===== config.mk =====
export PLATFORM = sky130hd
export DESIGN_NAME = debug_cmd_sequencer
export DESIGN_NICKNAME = d
export VERILOG_FILES = /design/src/rtl/debug_cmd_pkg.sv /design/src/rtl/dbg_ack_timeout.sv /design/src/rtl/debug_cmd_sequencer.sv
export SDC_FILE = /design/constraint.sdc
export NUM_CORES = 1
export LEC_CHECK = 0
export ABC_AREA = 1
export CAP_MARGIN = 20
export CORE_MARGIN = 5
export CORE_UTILIZATION = 44
export DETAILED_ROUTE_END_ITERATION = 6
export GPL_TIMING_DRIVEN = 0
export PLACE_DENSITY = 0.86
export SYNTH_ARGS = -nofsm -noshare
export SYNTH_HDL_FRONTEND = slang
export SYNTH_SLANG_ARGS = --single-unit
export TNS_END_PERCENT = 5

===== constraint.sdc =====
create_clock -name clk_i -period 4.3 [get_ports clk_i]
set_input_delay 0.86 -clock clk_i [delete_from_list [all_inputs] [get_ports clk_i]]
set_output_delay 0.86 -clock clk_i [all_outputs]
set_load 0.01 [all_outputs]

===== src/rtl/debug_cmd_pkg.sv =====
// Shared types for the debug command sequencer: command opcodes, cmderr codes,
// sequencer states and the default acknowledge timeout.
package debug_cmd_pkg;

    localparam int DBG_CMD_DEFAULT_TIMEOUT = 1024;

    typedef enum logic [2:0] {
        OP_NOP       = 3'd0,
        OP_HALT      = 3'd1,
        OP_RESUME    = 3'd2,
        OP_STEP      = 3'd3,
        OP_REG_READ  = 3'd4,
        OP_REG_WRITE = 3'd5,
        OP_SET_BKPT  = 3'd6,
        OP_RSVD      = 3'd7
    } dbg_op_e;

    typedef enum logic [2:0] {
        ERR_OK          = 3'd0,
        ERR_UNSUPPORTED = 3'd2,
        ERR_NOT_HALTED  = 3'd3,
        ERR_TIMEOUT     = 3'd4
    } dbg_err_e;

    typedef enum logic [2:0] {
        ST_IDLE        = 3'd0,
        ST_HALT_WAIT   = 3'd1,
        ST_RESUME_WAIT = 3'd2,
        ST_STEP_START  = 3'd3,
        ST_STEP_WAIT   = 3'd4,
        ST_REG_WAIT    = 3'd5,
        ST_RSP         = 3'd6
    } dbg_state_e;

endpackage


===== src/rtl/dbg_ack_timeout.sv =====
// Wait-state cycle counter: cleared on entry to a wait state, counts while enabled,
// flags expiry at LIMIT-1. Only instantiated when DBG_CMD_TIMEOUT_EN is defined.
module dbg_ack_timeout
    import debug_cmd_pkg::*;
#(
    parameter int LIMIT = DBG_CMD_DEFAULT_TIMEOUT
) (
    input  logic clk_i,
    input  logic reset_i,
    input  logic clr_i,
    input  logic en_i,
    output logic expired_o
);

    localparam int CNT_W = (LIMIT > 2) ? $clog2(LIMIT) : 1;

    logic [CNT_W-1:0] count_q, count_d;

    assign expired_o = (count_q == CNT_W'(LIMIT - 1));

    always_comb begin
        count_d = count_q;
        if (clr_i) begin
            count_d = '0;
        end else if (en_i && !expired_o) begin
            count_d = count_q + 1'b1;
        end
    end

    always_ff @(posedge clk_i or posedge reset_i) begin
        if (reset_i) begin
            count_q <= '0;
        end else begin
            count_q <= count_d;
        end
    end

endmodule


===== src/rtl/debug_cmd_sequencer.sv =====
// Debug command sequencer: turns host debug commands into the halt/resume/step
// handshake and register-port accesses. Optional ack timeout: DBG_CMD_TIMEOUT_EN.
module debug_cmd_sequencer
    import debug_cmd_pkg::*;
#(
    parameter int TIMEOUT_CYCLES = DBG_CMD_DEFAULT_TIMEOUT,
    parameter int REG_ADDR_W     = 16
) (
    input  logic                  clk_i,
    input  logic                  reset_i,
    input  logic                  cmd_valid_i,
    output logic                  cmd_ready_o,
    input  logic [2:0]            cmd_op_i,
    input  logic [REG_ADDR_W-1:0] cmd_addr_i,
    input  logic [31:0]           cmd_wdata_i,
    output logic                  rsp_valid_o,
    output logic [31:0]           rsp_rdata_o,
    output logic [2:0]            rsp_err_o,
    output logic                  halted_o,
    output logic                  dbg_halt_req_o,
    input  logic                  dbg_halt_ack_i,
    input  logic                  dbg_resume_ack_i,
    input  logic                  dbg_step_exec_i,
    input  logic                  dbg_reg_access_i,
    output logic                  reg_req_o,
    output logic                  reg_we_o,
    output logic [REG_ADDR_W-1:0] reg_addr_o,
    output logic [31:0]           reg_wdata_o,
    input  logic                  reg_ack_i,
    input  logic [31:0]           reg_rdata_i,
    output logic                  bkpt_we_o,
    output logic [31:0]           bkpt_pc_o,
    output logic [2:0]            dbg_state_o
);

    // Handshake: a command is taken on any clock edge where cmd_valid_i and
    // cmd_ready_o are both high; exactly one rsp_valid_o pulse follows it.
    dbg_state_e            state_q, state_d;
    dbg_op_e               op_q, op_d;
    logic [REG_ADDR_W-1:0] addr_q, addr_d;
    logic [31:0]           wdata_q, wdata_d;
    logic                  halted_q, halted_d;
    logic                  halt_req_q, halt_req_d;
    logic [2:0]            rsp_err_q, rsp_err_d;
    logic [31:0]           rsp_rdata_q, rsp_rdata_d;
    logic                  bkpt_we_q, bkpt_we_d;
    logic                  cmd_accept;
    logic                  timeout_hit;

    assign cmd_ready_o    = (state_q == ST_IDLE);
    assign cmd_accept     = cmd_valid_i & cmd_ready_o;
    assign rsp_valid_o    = (state_q == ST_RSP);
    assign rsp_err_o      = rsp_valid_o ? rsp_err_q : 3'd0;
    assign rsp_rdata_o    = rsp_valid_o ? rsp_rdata_q : 32'd0;
    assign halted_o       = halted_q;
    assign dbg_halt_req_o = halt_req_q;
    assign reg_req_o      = (state_q == ST_REG_WAIT);
    assign reg_we_o       = reg_req_o & (op_q == OP_REG_WRITE);
    assign reg_addr_o     = reg_req_o ? addr_q : '0;
    assign reg_wdata_o    = reg_we_o ? wdata_q : 32'd0;
    assign bkpt_we_o      = bkpt_we_q;
    assign bkpt_pc_o      = bkpt_we_q ? wdata_q : 32'd0;
    assign dbg_state_o    = state_q;

`ifdef DBG_CMD_TIMEOUT_EN
    logic in_wait;
    assign in_wait = (state_q inside {ST_HALT_WAIT, ST_RESUME_WAIT, ST_STEP_START,
                                      ST_STEP_WAIT, ST_REG_WAIT});

    // Any state change restarts the count, so each wait state gets a full budget.
    dbg_ack_timeout #(.LIMIT(TIMEOUT_CYCLES)) u_ack_timeout (
        .clk_i     (clk_i),
        .reset_i   (reset_i),
        .clr_i     (state_d != state_q),
        .en_i      (in_wait),
        .expired_o (timeout_hit)
    );
`else
    logic timeout_unused;
    assign timeout_unused = (TIMEOUT_CYCLES == 0);
    assign timeout_hit    = 1'b0;
`endif

    always_comb begin
        state_d     = state_q;
        op_d        = op_q;
        addr_d      = addr_q;
        wdata_d     = wdata_q;
        halted_d    = halted_q;
        halt_req_d  = halt_req_q;
        rsp_err_d   = rsp_err_q;
        rsp_rdata_d = rsp_rdata_q;
        bkpt_we_d   = 1'b0;
        case (state_q)
            ST_IDLE: begin
                if (cmd_accept) begin
                    op_d        = dbg_op_e'(cmd_op_i);
                    addr_d      = cmd_addr_i;
                    wdata_d     = cmd_wdata_i;
                    rsp_err_d   = ERR_OK;
                    rsp_rdata_d = 32'd0;
                    state_d     = ST_RSP;
                    case (dbg_op_e'(cmd_op_i))
                        OP_NOP: ;
                        OP_HALT: begin
                            if (!halted_q) begin
                                halt_req_d = 1'b1;
                                state_d    = ST_HALT_WAIT;
                            end
                        end
                        OP_RESUME: begin
                            if (halted_q) begin
                                halt_req_d = 1'b0;
                                state_d    = ST_RESUME_WAIT;
                            end
                        end
                        OP_STEP: begin
                            if (halted_q) state_d = ST_STEP_START;
                            else          rsp_err_d = ERR_NOT_HALTED;
                        end
                        OP_REG_READ, OP_REG_WRITE: begin
                            if (halted_q) state_d = ST_REG_WAIT;
                            else          rsp_err_d = ERR_NOT_HALTED;
                        end
                        OP_SET_BKPT: bkpt_we_d = 1'b1;
                        default:     rsp_err_d = ERR_UNSUPPORTED;
                    endcase
                end
            end
            ST_HALT_WAIT: begin
                if (dbg_halt_ack_i) begin
                    halted_d = 1'b1;
                    state_d  = ST_RSP;
                end else if (timeout_hit) begin
                    halt_req_d = 1'b0;
                    rsp_err_d  = ERR_TIMEOUT;
                    state_d    = ST_RSP;
                end
            end
            ST_RESUME_WAIT: begin
                if (dbg_resume_ack_i) begin
                    halted_d = 1'b0;
                    state_d  = ST_RSP;
                end else if (timeout_hit) begin
                    rsp_err_d = ERR_TIMEOUT;
                    state_d   = ST_RSP;
                end
            end
            ST_STEP_START: begin
                if (dbg_step_exec_i) begin
                    state_d = ST_STEP_WAIT;
                end else if (timeout_hit) begin
                    rsp_err_d = ERR_TIMEOUT;
                    state_d   = ST_RSP;
                end
            end
            ST_STEP_WAIT: begin
                // The core is back in debug mode once the step finished and it polls registers.
                if (!dbg_step_exec_i && dbg_reg_access_i) begin
                    state_d = ST_RSP;
                end else if (timeout_hit) begin
                    rsp_err_d = ERR_TIMEOUT;
                    state_d   = ST_RSP;
                end
            end
            ST_REG_WAIT: begin
                if (reg_ack_i) begin
                    rsp_rdata_d = (op_q == OP_REG_READ) ? reg_rdata_i : 32'd0;
                    state_d     = ST_RSP;
                end else if (timeout_hit) begin
                    rsp_err_d = ERR_TIMEOUT;
                    state_d   = ST_RSP;
                end
            end
            ST_RSP:  state_d = ST_IDLE;
            default: state_d = ST_IDLE;
        endcase
    end

    always_ff @(posedge clk_i or posedge reset_i) begin
        if (reset_i) begin
            state_q     <= ST_IDLE;
            op_q        <= OP_NOP;
            addr_q      <= '0;
            wdata_q     <= '0;
            halted_q    <= 1'b0;
            halt_req_q  <= 1'b0;
            rsp_err_q   <= 3'd0;
            rsp_rdata_q <= '0;
            bkpt_we_q   <= 1'b0;
        end else begin
            state_q     <= state_d;
            op_q        <= op_d;
            addr_q      <= addr_d;
            wdata_q     <= wdata_d;
            halted_q    <= halted_d;
            halt_req_q  <= halt_req_d;
            rsp_err_q   <= rsp_err_d;
            rsp_rdata_q <= rsp_rdata_d;
            bkpt_we_q   <= bkpt_we_d;
        end
    end

endmodule


==> summary by stage <==
Placement
Once detailed placement completed, the half-perimeter wirelength came to 11,000 um. During placement, the flow inserted port buffers numbering 214. The placed standard-cell area is 0.00686 mm^2. The placer's final routability congestion estimate is 0.914.

Detailed routing
The total via count after detailed routing is 4,744. Wires add up to 14,200 um. In the routed design, unresolved DRC markers number 0. The number of nets with antenna violations after routing is 0. In the routed layout, each cell is associated on average with a via count of 4.86.

The detailed-router iteration count before antenna repair is 5. The iteration-0 DRC count of the detailed router is 357. The detail-routed net length per standard cell is 14.6 um.

Final layout
The final core utilization is 0.693. Compared with the post-synthesis result, the final layout area differs by 56.3%. The combined area of the multi-input logic cells is 0.00155 mm^2. The number of filler cells placed in the layout is 810. The number of diodes added for antenna fixing is 0. The post-route standard cell area excluding fillers is 0.00706 mm^2. The sequential cell area in the final layout is 0.00228 mm^2. In the final design database the tool counted 926 nets.

In the final layout, the share of cells above drive strength 1 is 0.0560.

STA
Measured against its own limit, the worst slew margin works out to 0.631. Clock skew on the completed layout was measured at 6.45 ps. The number of pins exceeding their max-slew limit in the final report is 0. The final count of negative-setup-slack endpoints is 0. The actual slew at the worst max-slew pin is 553 ps.

The final critical-path required period is 3510 ps. Timing would allow up to 285 MHz. The count of endpoints failing hold in the final timing report is 0.

Setup repair after global routing left no endpoint under its margin. The share of the clock period used by the worst path after layout is 0.817.

Global routing
For this run, the total global-route usage over all layers was measured as 0.230. The initial antenna violation count is 0. The total overflow left after global routing is 0.

The via count of the first global-routing pass is 4,858. Entering global routing, the biggest net connects 55 pins. The wire length of the first global-routing pass is 23,500 um.

Power and ir drop
The static leakage power is 0.00331 uW. The worst-case vdd ir drop is 0.000293 V. In this run the power density over the cells is 442 mW/mm^2.

Die
The area of the core is 0.0102 mm^2. The effective utilization at floorplan is 0.443. The die is 111 um wide. The number of top-level design ports is 216. The row count is 37. From bottom edge to top edge, the die measures 111 um.

The area of the die is 0.0124 mm^2.

Clock network
The CTS buffer count is 9. The sink count of the clock tree is 91. Clock latency on the worst-skew pair, taken at its later pin, is 360 ps. The clock input transition at the sequential cells of the worst setup and hold paths is 90 ps.

In this run the clock root is driven by a clkbuf_8. Buffers added to address setup during post-CTS repair amount to 0. The count of hold buffers inserted by post-cts repair is 0. CTS built an H-tree with a depth of 3. The clock tree buffer depth is 2. After clock tree synthesis, the repair step resized 0 gates. The CTS tree is yes.

Setup path
The register-to-register path setup slack is 2600 ps. The setup path with the least slack is of type reg2out. Data on the critical path is required at its endpoint by 3440 ps.

Along the worst path, the maximum fanout reaches 10. The startpoint identified for the worst register-to-register timing path is dbg_state_o[0]. The worst reg-to-reg path cell count is 9. STA classifies the critical path endpoint as an output port. The arrival time at the worst endpoint is 2650 ps. The startpoint class of the critical path is a flop. The worst register-to-register path ends at rsp_rdata_q[14].

Logic synthesis
For this run, the leading register cell type out of synthesis is dfrtp_1. The count of distinct cell types in the synthesized netlist is 27. Of all cell types, the one taking the most synthesized area is dfrtp_1. When the netlist entered floorplanning its net count stood at 700. Yosys mapped a number of flops with a built-in enable equal to 0. Yosys attributes the largest share of cell area to dfrtp_1 50%, inv_1 11%, nand2_1 9.5%. For this run, the register share of the synthesized area comes to 0.504.

In the synthesized netlist, the number of instances is 609. The post-synthesis instance area is 0.00452 mm^2. The share of synthesized area in the top cell type comes to 0.504. For this run, the number of Yosys warnings is 0. The total of flip-flops plus latches after synthesis is 91.

After synthesis, the mean cell area works out to 7.41 um^2. The share of async-settable or async-resettable flops after synthesis is 1.00.

Min path
The worst hold path terminates at dbg_halt_req_o. The origin of the worst min-delay path is dbg_halt_req_o. The worst hold path was traced through 2 stages. The class of the tightest hold or removal check is reg2reg.

Outcome
The flow ran to the end, and the final reports show no timing, DRC or antenna violations.

Job
Across the run, the number of max-cap violations was 0.
[per-layer routing]
layer	global-route usage	part of all wire	routed length (um)	up-vias
met1	0.281	0.40	5750	2235
met3	0.0344	0.053	746	43
li1	-	-	-	2280
met2	0.405	0.51	7230	186
met4	0.101	0.034	483	0
met5	0	0	0	-
[worst max-delay path by stage]
| stage | startpoint | endpoint |
|---|---|---|
| final | dbg_state_o[1] | reg_wdata_o[11] |
| after CTS | dbg_state_o[1] | reg_wdata_o[17] |
| after floorplan | reset_i | addr_q[0] |
| after global routing | dbg_state_o[1] | reg_wdata_o[17] |
| after global placement | reset_i | addr_q[5] |
| after detailed placement | dbg_state_o[1] | reg_wdata_o[17] |
[placed cells by master (no fill, tap or decap), types with 3 or more instances in the layout]
master	instances
buf_2	3
inv_2	4
o21ai_1	9
dfrtp_1	91
clkinvlp_4	3
nand3_1	43
clkbuf_1	13
o21ai_0	77
nand2_1	114
nor2_1	90
clkdlybuf4s50_1	214
buf_4	10
a21oi_1	3
inv_1	129
clkbuf_8	9
buf_6	3
[where the power goes]
group,switching [uW],internal (uW)
Clock,314,272
Sequential,163,1190
Combinational,715,466
[layout make-up]
class                      instances  area share
clock buffer                       9      0.0176
inverter                         134      0.0716
buffer                            32      0.0264
clock inverter                     7      0.0106
multi-input combinational        352       0.220
sequential                        91       0.323
tap                              136      0.0241
timing repair buffer             215       0.307
[synth_stat cells, drive strengths merged, types with 2 or more instances]
library cell	n
a21oi	3
nand4	2
nor3	2
buf	17
dfrtp	91
o21ai	86
nor2	93
nand3	43
nand2	116
inv	134
clkbuf	15
o211ai	2
[cells by family (layout without fill, tap and decap cells)]
kind of cell,Yosys count,count (layout),synth area share
and+or+nand+nor,257,257,0.235
buffers and inverters,166,397,0.153
AOI/OAI and AO/OA,94,94,0.107
DFF,91,91,0.504
other,1,1,0.000830
[registers in the layout, indices dropped and copies added (netlist names)]
register and cells:
rsp_rdata_q 32, wdata_q 32, addr_q 16, dbg_state_o 3, op_q 3, rsp_err_q 2, bkpt_we_o 1, dbg_halt_req_o 1
halted_o 1
[stage by stage]
step                      total power [uW]  setup TNS (ps)  hold WS [ps]  cells  setup slack [ps]
after global placement                2460          -23290           461    959              -261
final                                 3120               0           483    976               787
after global routing                  3360               0           531    976               648
after CTS                             3130               0           496    976               771
after detailed placement              2530               0           474    960              1190
after floorplan                       2040               0           464    609              1080
[critical path: stages (launching register included)]
cell	delay, ps
dfrtp_1	470
inv_2	130
nand2_2	90
nor2_4	150
nand4_1	350
clkbuf_1	340
nor2_1	170
clkdlybuf4s50_1	590
Power figures use the tool's default switching activity.
